**config.mk**
```make
export PLATFORM = sky130hd
export DESIGN_NAME = sprite_ram_arbiter
export DESIGN_NICKNAME = d
export VERILOG_FILES = /design/src/rtl/sprite_ram_arbiter.sv
export SDC_FILE = /design/constraint.sdc
export NUM_CORES = 1
export LEC_CHECK = 0
export BUFFER_PORTS_ARGS = -buffer_cell sky130_fd_sc_hd__buf_2
export CAP_MARGIN = 25
export CORE_MARGIN = 8
export CORE_UTILIZATION = 52
export DETAILED_ROUTE_END_ITERATION = 16
export GPL_TIMING_DRIVEN = 0
export PLACE_DENSITY = 0.85
export SLEW_MARGIN = 20
export SYNTH_ARGS = -nofsm -noshare
export SYNTH_HDL_FRONTEND = slang
export SYNTH_SLANG_ARGS = --single-unit
```
**constraint.sdc**
```tcl
create_clock -name Clk -period 2.31 [get_ports Clk]
set_input_delay 0.3465 -clock Clk [delete_from_list [all_inputs] [get_ports Clk]]
set_output_delay 0.3465 -clock Clk [all_outputs]
set_load 0.05 [all_outputs]
```
**src/rtl/sprite_ram_arbiter.sv**
```systemverilog
`timescale 1ns/1ps
// sprite_ram_arbiter
// Shares the single port of the sprite-sheet frame RAM between three users:
//   - pixel path (absolute priority, one read per cycle during active video)
//   - auxiliary read port (HUD / overlay lookups)
//   - sprite-sheet loader write port
// The auxiliary and loader ports split the cycles the pixel path leaves free
// using round-robin. Read data comes back one cycle later, tagged to the
// requester that issued the read.
//
// Build option: define SPRITE_ARB_WRITE_EN to enable the loader write port.
// If it is not defined, the RAM is read-only. wr_gnt, ram_we and wr_starve
// stay at 0, and wr_req is ignored.
module sprite_ram_arbiter #(
  parameter int ADDR_W   = 16,
  parameter int DATA_W   = 4,
  parameter int MAX_WAIT = 1023
) (
  input  logic              Clk,
  input  logic              Reset_n,
  // pixel path
  input  logic              pix_req,
  input  logic [ADDR_W-1:0] pix_addr,
  output logic [DATA_W-1:0] pix_data,
  output logic              pix_valid,
  // auxiliary read port
  input  logic              aux_req,
  input  logic [ADDR_W-1:0] aux_addr,
  output logic              aux_gnt,
  output logic [DATA_W-1:0] aux_data,
  output logic              aux_rvalid,
  // loader write port
  input  logic              wr_req,
  input  logic [ADDR_W-1:0] wr_addr,
  input  logic [DATA_W-1:0] wr_data,
  output logic              wr_gnt,
  // frame RAM port
  output logic [ADDR_W-1:0] ram_addr,
  output logic              ram_we,
  output logic [DATA_W-1:0] ram_wdata,
  input  logic [DATA_W-1:0] ram_rdata,
  // status
  output logic              aux_starve,
  output logic              wr_starve,
  output logic [15:0]       pix_conflicts
);

  localparam int              CNT_W    = 10;
  localparam logic [CNT_W-1:0] WAIT_MAX = CNT_W'(MAX_WAIT);

  // Owner of the RAM port in the current cycle
  typedef enum logic [1:0] {
    OWN_IDLE = 2'd0,
    OWN_PIX  = 2'd1,
    OWN_AUX  = 2'd2,
    OWN_WR   = 2'd3
  } owner_e;

  // Which requester the read data arriving next cycle belongs to
  typedef enum logic [1:0] {
    TAG_NONE = 2'd0,
    TAG_PIX  = 2'd1,
    TAG_AUX  = 2'd2
  } tag_e;

  owner_e            w_owner;
  logic              w_wr_req;
  logic              r_last_sec;      // 0 = AUX granted last, 1 = WR granted last
  logic [ADDR_W-1:0] r_ram_addr;
  tag_e              r_tag;
  logic [DATA_W-1:0] r_pix_data;
  logic [DATA_W-1:0] r_aux_data;
  logic [CNT_W-1:0]  r_aux_wait;
  logic [CNT_W-1:0]  r_wr_wait;
  logic [CNT_W-1:0]  w_aux_wait_nxt;
  logic [CNT_W-1:0]  w_wr_wait_nxt;
  logic              r_aux_starve;
  logic              r_wr_starve;
  logic [15:0]       r_pix_conflicts;

`ifdef SPRITE_ARB_WRITE_EN
  assign w_wr_req = wr_req;
`else
  // The loader port is compiled out. Its request never reaches the arbiter,
  // so the WR owner, write enable and wr_starve can never become active.
  logic w_unused_wr_req;
  assign w_unused_wr_req = wr_req;
  assign w_wr_req        = 1'b0;
`endif

  // Next wait count: count up while the port is refused, clear otherwise
  function automatic logic [CNT_W-1:0] next_wait(
    input logic             req,
    input logic             gnt,
    input logic [CNT_W-1:0] cnt
  );
    if (req && !gnt) begin
      return (cnt >= WAIT_MAX) ? WAIT_MAX : cnt + 1'b1;
    end
    return '0;
  endfunction

  // Pick this cycle's owner: pixel first, then round-robin among secondaries
  always_comb begin
    // NOTE: a default assigned first on every path keeps always_comb free of
    // inferred latches when a branch does not mention a signal.
    w_owner = OWN_IDLE;
    if (!Reset_n) begin
      w_owner = OWN_IDLE;
    end else if (pix_req) begin
      w_owner = OWN_PIX;
    end else if (aux_req && w_wr_req) begin
      w_owner = r_last_sec ? OWN_AUX : OWN_WR;
    end else if (aux_req) begin
      w_owner = OWN_AUX;
    end else if (w_wr_req) begin
      w_owner = OWN_WR;
    end
  end

  // Drive the RAM port and grants from the selected owner
  always_comb begin
    ram_addr = r_ram_addr;
    ram_we   = 1'b0;
    aux_gnt  = 1'b0;
    wr_gnt   = 1'b0;
    case (w_owner)
      OWN_PIX: ram_addr = pix_addr;
      OWN_AUX: begin
        ram_addr = aux_addr;
        aux_gnt  = 1'b1;
      end
      OWN_WR: begin
        ram_addr = wr_addr;
        ram_we   = 1'b1;
        wr_gnt   = 1'b1;
      end
      default: ;
    endcase
  end

  // Write data only matters while ram_we is high, so it follows the loader
  assign ram_wdata = wr_data;

  // Remember the last driven address so an idle cycle keeps the port steady
  always_ff @(posedge Clk) begin
    // NOTE: reset is synchronous and active-low. It is sampled only at the
    // clock edge, so it never appears in the sensitivity list.
    if (!Reset_n) begin
      r_ram_addr <= '0;
    end else begin
      // NOTE: sequential state is updated with non-blocking assignments so
      // every flop samples pre-edge values no matter the statement order.
      r_ram_addr <= ram_addr;
    end
  end

  // Round-robin pointer follows the last secondary grant
  always_ff @(posedge Clk) begin
    if (!Reset_n) begin
      r_last_sec <= 1'b1;
    end else if (w_owner == OWN_AUX) begin
      r_last_sec <= 1'b0;
    end else if (w_owner == OWN_WR) begin
      r_last_sec <= 1'b1;
    end
  end

  // Tag each cycle with the requester whose read data returns next cycle
  always_ff @(posedge Clk) begin
    if (!Reset_n) begin
      r_tag <= TAG_NONE;
    end else begin
      case (w_owner)
        OWN_PIX: r_tag <= TAG_PIX;
        OWN_AUX: r_tag <= TAG_AUX;
        default: r_tag <= TAG_NONE;
      endcase
    end
  end

  // Valids are suppressed during reset, so a read already in flight is dropped
  assign pix_valid  = Reset_n && (r_tag == TAG_PIX);
  assign aux_rvalid = Reset_n && (r_tag == TAG_AUX);

  // While valid, data passes straight from the RAM. Otherwise it holds the last value.
  assign pix_data = pix_valid  ? ram_rdata : r_pix_data;
  assign aux_data = aux_rvalid ? ram_rdata : r_aux_data;

  // Capture returned read data so each output holds it between valids
  always_ff @(posedge Clk) begin
    if (!Reset_n) begin
      r_pix_data <= '0;
      r_aux_data <= '0;
    end else begin
      if (pix_valid)  r_pix_data <= ram_rdata;
      if (aux_rvalid) r_aux_data <= ram_rdata;
    end
  end

  assign w_aux_wait_nxt = next_wait(aux_req,  aux_gnt, r_aux_wait);
  assign w_wr_wait_nxt  = next_wait(w_wr_req, wr_gnt,  r_wr_wait);

  // Wait counters and sticky starvation flags for the secondary ports
  always_ff @(posedge Clk) begin
    if (!Reset_n) begin
      r_aux_wait   <= '0;
      r_wr_wait    <= '0;
      r_aux_starve <= 1'b0;
      r_wr_starve  <= 1'b0;
    end else begin
      r_aux_wait <= w_aux_wait_nxt;
      r_wr_wait  <= w_wr_wait_nxt;
      if (aux_req && !aux_gnt && (w_aux_wait_nxt == WAIT_MAX)) begin
        r_aux_starve <= 1'b1;
      end
      if (w_wr_req && !wr_gnt && (w_wr_wait_nxt == WAIT_MAX)) begin
        r_wr_starve <= 1'b1;
      end
    end
  end

  // Count cycles in which the pixel path blocked a pending secondary request
  always_ff @(posedge Clk) begin
    if (!Reset_n) begin
      r_pix_conflicts <= '0;
    end else if (pix_req && (aux_req || w_wr_req) && (r_pix_conflicts != 16'hFFFF)) begin
      r_pix_conflicts <= r_pix_conflicts + 16'd1;
    end
  end

  assign aux_starve    = r_aux_starve;
  assign wr_starve     = r_wr_starve;
  assign pix_conflicts = r_pix_conflicts;

endmodule

```
==> impl_metrics.ini <==
[timing]
worst-slew-pin-transition_ns = 0.5037
max_freq_mhz = 468.8
setup_viol = 0
fin_skew_ns = 0.01016
post-route-min-period_ns = 2.133
tns_ns = 0
worst_slack_ns = 0.1771
fin_crit_sh_pct = 92.33
slew-limit-headroom_pct = 66.42
whs_ns = 0.3672
rsz0062_at_grt = no
hold_viol_final = 0
maxSlewViolCount = 0

[layout]
layoutNonFillerInstCount = 488
seq_area_mm2 = 0.001061
drive_gt1_share_pct = 26.79
multi_input_area_mm2 = 0.001510
nFillCells = 472
antenna_cells = 0
final_nets = 480
synthToLayoutAreaGrowth_pct = 23.47

[clocking]
cts_sinks = 53
cts_root_buffer = clkbuf_8
cts_buffers = 5
cts_tree = yes
cts.path.max_buffers = 2
htreeDepth = 2
clk_latency_ns = 0.30
clk_pin_slew_ns = 0.09
cts_hold_buf = 0

[logic_synthesis]
synthArstFlopShare_pct = 0
synth.largest_area_cell = dfxtp_1
synth.area.top_cells = dfxtp_1 (39%), and2_1 (9.4%), nand2_1 (7.9%)
ys_seq_elements = 53
avgSynthCellArea_um2 = 8.418
synth_edf_count = 0
synth-main-ff-cell = dfxtp_1
yosysMostFrequentCell = nand2_1
seq_area_frac_synth_pct = 39.02
yosys_warnings = 0
synth_top_area_share_pct = 39.02
ys_types = 45
synth_top_cells_by_count = nand2_1 (57), dfxtp_1 (53), and2_1 (41)
synthCells = 323
synthesis.area_mm2 = 0.002719

[die]
die_w_um = 88.31
core_area_mm2 = 0.005075
row_count = 26
start_util_pct = 53.57
io_pins = 112
dieArea_mm2 = 0.007799
dieHeight_um = 88.31

[power]
leakage_nw = 1.584
intPower_mw = 1.402
p_per_area_mw_per_mm2 = 579.3
vdd_drop_max_mv = 0.4564
power_frac_comb_pct = 18.5
swShare_pct = 27.90
p_seq_share_pct = 48.6
p_clk_share_pct = 32.9
total_power_mw = 1.945
netSwitchingPower_mw = 0.5425

[place]
io_buffers = 85
hpwlAfterDp_mm = 5.064
place_congestion = 0.8523
place_ws_ns = 0.1345
dp.cells = 480

[drt]
drt-pass1-iter-count = 5
post_drt_wl_per_cell_um = 13.58
viasPerCell = 5.320
drc_errors = 0
wl_mm = 6.626
postRouteAntennaNets = 0
routed-via-count = 2596
drt_iter0_drc = 138

[global_routing]
grt_util_all_layers_pct = 17.21
grt_pass1_wl_mm = 11.01
grt_overflow_total = 0
antenna_found_initial = 0
grt_pass1_vias = 2533
grt_max_degree = 16

[outcome]
outcome = complete, no violations

[critical_path]
start_kind = primary input
crit_path_frequent_cell = buf_2
reg2reg_slack_ns = 0.50
crit_path_max_incr_delay_ns = 0.44
end_kind = primary output
cp_max_fo = 10
path_buf_inv = 3
required_ns = 1.96
cp.arrival_ns = 1.79
path_cells = clkbuf_1 -> o21ai_1 -> buf_2 -> a22o_1 -> buf_2
path_class = primary input to primary output
crit_family = buffers and inverters
crit_path_top_delay_cell = o21ai_1

[worst_hold_path]
hold_path_class = primary input to flip-flop

[job]
cap_violations = 0
final timing paths:
check	to	depth (start not counted)	from
worst max register to register	aux_starve$_SDFFE_PN0P_	6	r_aux_wait[1]$_SDFF_PN0_
worst min register to register	aux_starve$_SDFFE_PN0P_	2	aux_starve$_SDFFE_PN0P_
worst min-delay path	r_pix_data[1]$_SDFF_PN0_	4	ram_rdata[1]
worst max-delay path	ram_addr[9]	5	aux_req
metal layers:
metal | global-route usage [%] | up-vias | part of all wire [%]
met1 | 20.31 | 1212 | 45
met2 | 29.94 | 76 | 48
li1 | - | 1304 | -
met5 | 0 | - | 0
met3 | 4.178 | 4 | 5.2
met4 | 5.069 | 0 | 0.83
through the flow:
step,utilization (%),instance area (um^2)
3_3_place_gp,63.83,3239
4_1_cts,66.12,3356
2_1_floorplan,-,2726
3_5_place_dp,63.83,3239
5_1_grt,66.15,3357
6_report,66.15,3357
cell usage in the layout (no fill, tap or decap), drive strengths merged, types with 3 or more instances in the layout:
cell / Yosys / routed
and2: 41 / 41
o2111ai: 3 / 3
nor3: 6 / 6
inv: 6 / 6
and4: 4 / 4
nand2: 57 / 57
nand4: 5 / 5
and3: 3 / 3
a22o: 21 / 21
buf: 12 / 97
a31oi: 6 / 6
nor2: 10 / 10
nand3: 12 / 12
o211ai: 5 / 5
a21oi: 5 / 5
conb: 1 / 3
clkbuf: 14 / 21
o21ai: 6 / 6
xnor2: 15 / 15
nand3b: 13 / 13
dfxtp: 53 / 53
power by group through the flow:
| stage | logic (mW) | clock network (mW) | registers, mW |
|---|---|---|---|
| global route | 0.385 | 0.698 | 0.949 |
| global placement | 0.355 | 0 | 0.966 |
| floorplan | 0.257 | 0 | 0.973 |
| CTS | 0.361 | 0.656 | 0.946 |
| detailed placement | 0.360 | 0 | 0.967 |
| finish | 0.359 | 0.640 | 0.946 |
timing repair:
item	in CTS	in global routing
buffers inserted	0	0
setup endpoints to repair	0	1
resized for setup	0	2
worst register-to-register path: cells and delay by family, from the launching register on:
kind | cells | cell delay, ns
AND/OR/NAND/NOR | 1 | 0.20
flip-flops | 1 | 0.41
adder cells (fa/ha/maj) | 1 | 0.33
AO/OA/AOI/OAI | 4 | 0.77
state kept, by name, summed over array words and instances, names as in the netlist:
signal and flops:
pix_conflicts 16, r_ram_addr 16, r_aux_wait 10, r_aux_data 4, r_pix_data 4, r_tag 2, aux_starve 1
cells by family after synthesis:
logic type,count (synthesis),synth area share (%)
and+or+nand+nor,161,32.49
adders and majority gates,2,0.9202
xor gates and xnor gates,17,5.477
AOI/OAI and AO/OA,57,16.25
buffers and inverters,32,5.706
DFF,53,39.02
other,1,0.1379
final cells by class:
class	instances	share of cell area [%]
timing repair buffer	85	12.67
buffer	26	3.988
sequential	53	31.61
clock buffer	7	2.572
multi-input combinational	240	44.99
clock inverter	1	0.8945
tap	70	2.609
inverter	6	0.6709
No activity file was read; power rests on OpenSTA's default activity.
